--- src/rtl/pingpong_bank_ctrl.sv ---
// Two-bank ping-pong buffer controller: the writer fills one bank while the reader drains the other.
// Define PINGPONG_IDX_CHK_EN to build the per-bank duplicate-index checker that drives err.
module pingpong_bank_ctrl #(
    parameter int DEPTH = 8,
    parameter int AW    = $clog2(DEPTH)
) (
    input  logic          clk,
    input  logic          rst_n,
    input  logic          wr_valid,
    input  logic [AW-1:0] wr_idx,
    output logic          wr_ready,
    output logic          wr_bank,
    input  logic          rd_ready,
    output logic          rd_valid,
    output logic          rd_bank,
    output logic [AW-1:0] rd_addr,
    output logic          mem0_lock,
    output logic          mem1_lock,
    output logic          mem0_empty,
    output logic          mem1_empty,
    output logic          err
);

    typedef enum logic [2:0] {
        WR0     = 3'b001,
        WR1     = 3'b010,
        WRSTALL = 3'b100
    } wrState_t;

    typedef enum logic [2:0] {
        RDIDLE = 3'b001,
        RD0    = 3'b010,
        RD1    = 3'b100
    } rdState_t;

    localparam logic [AW:0]   WR_LAST = (AW+1)'(DEPTH - 1);
    localparam logic [AW-1:0] RD_LAST = AW'(DEPTH - 1);

    wrState_t      wrState_q;
    logic          nextBank_q;
    logic [AW:0]   wrCnt_q [2];
    rdState_t      rdState_q;
    logic          expBank_q;
    logic [AW-1:0] rdAddr_q;
    logic [1:0]    lock_q;
    logic [1:0]    empty_q;

    logic wrAccept;
    logic wrFill;
    logic rdCurBank;
    logic rdPop;
    logic rdDrain;

    always_comb begin
        wrAccept  = wr_valid && wr_ready;
        wrFill    = wrAccept && (wrCnt_q[nextBank_q] == WR_LAST);
        rdCurBank = (rdState_q == RD1);
        rdPop     = rd_valid && rd_ready;
        rdDrain   = rdPop && (rdAddr_q == RD_LAST);
    end

    // nextBank_q is the bank being written, or the bank awaited while stalled.
    assign wr_ready   = (wrState_q == WR0) || (wrState_q == WR1);
    assign wr_bank    = nextBank_q;
    assign rd_valid   = (rdState_q == RD0) || (rdState_q == RD1);
    assign rd_bank    = rdCurBank;
    assign rd_addr    = rdAddr_q;
    assign mem0_lock  = lock_q[0];
    assign mem1_lock  = lock_q[1];
    assign mem0_empty = empty_q[0];
    assign mem1_empty = empty_q[1];

    always_ff @(posedge clk or negedge rst_n) begin
        if (!rst_n) begin
            wrState_q  <= WR0;
            nextBank_q <= 1'b0;
            wrCnt_q[0] <= '0;
            wrCnt_q[1] <= '0;
        end else begin
            case (wrState_q)
                WR0, WR1: begin
                    if (wrFill) begin
                        wrCnt_q[nextBank_q] <= '0;
                        nextBank_q          <= ~nextBank_q;
                        if (lock_q[~nextBank_q]) wrState_q <= WRSTALL;
                        else                     wrState_q <= nextBank_q ? WR0 : WR1;
                    end else if (wrAccept) begin
                        wrCnt_q[nextBank_q] <= wrCnt_q[nextBank_q] + (AW+1)'(1);
                    end
                end
                WRSTALL: begin
                    if (!lock_q[nextBank_q]) wrState_q <= nextBank_q ? WR1 : WR0;
                end
                default: wrState_q <= WR0;
            endcase
        end
    end

    // Reader only ever waits on the expected bank, so banks drain in write order.
    always_ff @(posedge clk or negedge rst_n) begin
        if (!rst_n) begin
            rdState_q <= RDIDLE;
            expBank_q <= 1'b0;
            rdAddr_q  <= '0;
        end else begin
            case (rdState_q)
                RDIDLE: begin
                    if (lock_q[expBank_q]) rdState_q <= expBank_q ? RD1 : RD0;
                end
                RD0, RD1: begin
                    if (rdPop) begin
                        rdAddr_q <= rdAddr_q + AW'(1);
                        if (rdDrain) begin
                            expBank_q <= ~rdCurBank;
                            if (lock_q[~rdCurBank]) rdState_q <= rdCurBank ? RD0 : RD1;
                            else                    rdState_q <= RDIDLE;
                        end
                    end
                end
                default: rdState_q <= RDIDLE;
            endcase
        end
    end

    always_ff @(posedge clk or negedge rst_n) begin
        if (!rst_n) begin
            lock_q  <= 2'b00;
            empty_q <= 2'b11;
        end else begin
            if (wrFill)   lock_q[nextBank_q]  <= 1'b1;
            if (wrAccept) empty_q[nextBank_q] <= 1'b0;
            if (rdDrain) begin
                lock_q[rdCurBank]  <= 1'b0;
                empty_q[rdCurBank] <= 1'b1;
            end
        end
    end

`ifdef PINGPONG_IDX_CHK_EN
    logic [DEPTH-1:0] map_q [2];
    logic             err_q;

    // A duplicate still counts toward the fill; the map restarts once the bank locks.
    always_ff @(posedge clk or negedge rst_n) begin
        if (!rst_n) begin
            map_q[0] <= '0;
            map_q[1] <= '0;
            err_q    <= 1'b0;
        end else if (wrAccept) begin
            if (map_q[nextBank_q][wr_idx]) err_q <= 1'b1;
            if (wrFill) map_q[nextBank_q]         <= '0;
            else        map_q[nextBank_q][wr_idx] <= 1'b1;
        end
    end

    assign err = err_q;
`else
    logic unusedIdx;
    assign unusedIdx = ^wr_idx;
    assign err       = 1'b0;
`endif

endmodule

--- config.mk ---
export PLATFORM = sky130hd
export DESIGN_NAME = pingpong_bank_ctrl
export DESIGN_NICKNAME = d
export VERILOG_FILES = /design/src/rtl/pingpong_bank_ctrl.sv
export SDC_FILE = /design/constraint.sdc
export NUM_CORES = 1
export LEC_CHECK = 0
export CAP_MARGIN = 20
export CORE_ASPECT_RATIO = 1.5
export CORE_MARGIN = 2
export CORE_UTILIZATION = 25
export CTS_CLUSTER_DIAMETER = 30
export CTS_CLUSTER_SIZE = 10
export DETAILED_ROUTE_END_ITERATION = 8
export PLACE_DENSITY = 0.4
export SLEW_MARGIN = 25
export SYNTH_ARGS = -nofsm -noshare
export SYNTH_HDL_FRONTEND = slang
export SYNTH_SLANG_ARGS = --single-unit
--- constraint.sdc ---
create_clock -name clk -period 2.6 [get_ports clk]
set_input_delay 0.78 -clock clk [delete_from_list [all_inputs] [get_ports clk]]
set_output_delay 0.78 -clock clk [all_outputs]
set_load 0.05 [all_outputs]
==> results of run 1 <==
## state kept, by name, summed over array words and instances, names as in the netlist
| name | cells |
|---|---|
| wr_bank | 1 |
| wrCnt_q | 8 |
| empty_q | 2 |
| lock_q | 2 |
| rd_addr | 3 |
| expBank_q | 1 |
| wrState_q | 3 |
| rdState_q | 3 |
## cells in the mapped netlist (4+ instances only)
| cell | n | area share |
|---|---|---|
| a21oi_1 | 5 | 0.019 |
| dfrtp_1 | 19 | 0.36 |
| dfstp_2 | 4 | 0.079 |
| inv_1 | 4 | 0.011 |
| mux2_2 | 6 | 0.051 |
| nand2_1 | 10 | 0.028 |
| nand3_1 | 6 | 0.023 |
| nand3b_1 | 5 | 0.028 |
| nor2_1 | 15 | 0.042 |
| o21ai_0 | 7 | 0.026 |
| xnor2_1 | 4 | 0.026 |
## layer usage
layer,vias to the layer above,wire [µm],part of all wire
li1,511,-,-
met1,498,1410,0.47
met2,19,1440,0.48
met3,6,89,0.029
met4,0,85,0.028
met5,-,0,0
## layout by cell type, fill, tap and decap left out, drive strengths merged, types with 3 or more instances in the layout
| cell type | instances |
|---|---|
| dfrtp | 19 |
| nor2 | 15 |
| nand2 | 10 |
| clkdlybuf4s50 | 10 |
| buf | 8 |
| o21ai | 8 |
| nand3 | 6 |
| mux2 | 6 |
| a21oi | 5 |
| nand3b | 5 |
| xnor2 | 4 |
| inv | 4 |
| dfstp | 4 |
| ha | 3 |
| clkbuf | 3 |
| nor3b | 3 |
## how the worst max path moves through the flow
stage / from / endpoint / slack (ns)
global placement: wr_valid / wrState_q[0]$_DFFE_PN1P_ / 0.09
detailed placement: wr_valid / wrState_q[0]$_DFFE_PN1P_ / 0.09
floorplan: wr_bank$_DFFE_PN0P_ / wrCnt_q[7]$_DFFE_PN0P_ / 0.1
global route: lock_q[1]$_DFF_PN0_ / mem1_lock / 0.10
finish: lock_q[1]$_DFF_PN0_ / mem1_lock / 0.17
CTS: lock_q[1]$_DFF_PN0_ / mem1_lock / 0.15
## power groups by stage
stage | sequential (µW) | combinational [µW] | clock [µW]
finish | 687 | 969 | 233
global route | 718 | 1070 | 249
CTS | 688 | 982 | 236
detailed placement | 694 | 979 | 0
global placement | 691 | 969 | 0
floorplan | 753 | 649 | 0
## layout make-up
type	instances	area (µm²)
fill	580	3560
multi-input combinational	100	678
sequential	23	581
timing repair buffer	18	160
tap	68	85.1
clock buffer	3	41.3
inverter	4	15.0
clock inverter	1	5.00
## through the flow
step,setup slack (ns),util,cell area (µm²),hold WS [ns]
after floorplan,0.0974,-,1330,0.468
after global placement,0.0904,0.296,1520,0.499
after detailed placement,0.0907,0.296,1520,0.505
after CTS,0.151,0.305,1570,0.522
after global routing,0.102,0.305,1570,0.536
final,0.170,0.305,1570,0.517
## logic make-up (layout without fill, tap and decap cells)
kind of cell	count (synthesis)	count (layout)	synth area share
AOI/OAI and AO/OA	30	30	0.156
muxes	7	7	0.0585
other	1	1	0.00283
xor gates and xnor gates	6	6	0.0453
adders and majority gates	3	3	0.0283
DFF	23	23	0.438
and+or+nand+nor	53	53	0.221
buffers and inverters	13	26	0.0509
==> flow_summary.toml, run 1 <==
[power]
swShare = 0.464
combPwrFrac = 0.513
seqPwrFrac = 0.364
ir_worst_vdd_v = 0.000494
clkPwrFrac = 0.123
power.internal_uw = 1010
powerDensity_nw_per_um2 = 1210
leakagePower_uw = 0.000648
p_switching_uw = 877
total_power_uw = 1890

[synthesis]
yosys_warnings = 0
ys_async_sr_fraction = 1.00
dominantRegCellSynth = "dfrtp_1"
ys_ff_latch = 23
ys_seq_area_frac = 0.438
synth.distinct_cells = 48
syn_area_um2 = 1330
synth_nets = 146
synthCells = 136
syn_area_per_cell_um2 = 9.75
synth_edf_count = 0

[grt]
gr-usage-met1 = 0.143
antenna_found_initial = 0
grt_pass1_wl_um = 5100
track_usage = 0.111
grt.overflow.total = 0
grt_max_degree = 24
grt_pass1_vias = 1051
use_met3 = 0.0168
top_usage_layer = "met2"
use_met2 = 0.177

[clock_network]
cts_tree = "yes"
numCtsBuffers = 3
cts_root_buf = "clkbuf_8"
clk_pin_slew_ns = 0.09
htree_levels = 1
ctsResizeCount = 0
cts_hold_buf = 0
post_cts.repair.setup_buffers = 0
insertion_delay_ns = 0.27
cts.sinks = 23
cts_buffer_depth = 2

[sta]
tightest_slew_ns = 0.506
maxSlewViolCount = 0
finalHoldViolCount = 0
grt_setup_unrepaired = "false"
period_share = 0.935
slew_headroom = 0.662
fin_setup_tns_ns = 0
report.final.setup_viol = 0
max_freq_mhz = 412
fin_crit_ns = 2.43
fin_skew_ns = 0.0104

[floorplanning]
die_h_um = 93.2
ioPinCount = 19
core-area_um2 = 5120
die_area_um2 = 5920
num_rows = 32
fp.dieW_um = 63.5
start_util = 0.259

[finish]
antennaDiodeCount = 0
nNetsFinal = 160
syn_to_final_growth_pct = 18.0
stdcell_count = 217
layout-drive-gt1-share = 0.168

[routing]
vias = 1034
wirelength_um = 3030
drc = 0
dr.pass1.iters = 4
drt_first_iter_violations = 51
via_per_inst = 4.76
ant_nets = 0
wl_per_cell_um = 14.0

[placement]
port_buffers = 14
placed_cells = 213
place_congestion = 0.774
dp_hpwl_um = 2200

[critical_path]
ff2ff_setup_slack_ns = 0.65
critPathBufInv = 1
worst-path-stages = 1
arrival_ns = 1.65
path_class = "reg -> out"
critPathTopFamily = "buffers and inverters"
slowest_delay_ns = 0.87
worstPathRequired_ns = 1.82
cp_max_fo = 9
ff2ff_path_depth = 5
regToRegStartpoint = "wr_bank$_DFFE_PN0P_"
r2r-end = "wrCnt_q[7]$_DFFE_PN0P_"
cp-end-kind = "primary output"
crit_slowest_cell = "clkdlybuf4s50_1"
path_cells = "clkdlybuf4s50_1"
crit_path_start_kind = "flop"

[worst_hold_path]
min-delay-start = "empty_q[1]$_DFF_PN1_"
worstHoldEndpoint = "empty_q[1]$_DFF_PN1_"
worst_hold_path_type = "reg -> reg"
whs_path_depth = 1

[job]
maxCapViolCount = 0

[run_status]
outcome = "completed"
(Power assumes the default switching activity.)
==> inputs of run 2 (changes only) <==
SKIP_LAST_GASP = 1   (was unset)
==> results of run 2 <==
Same layout as run 1: the final DEF is identical, and so are final timing and power.
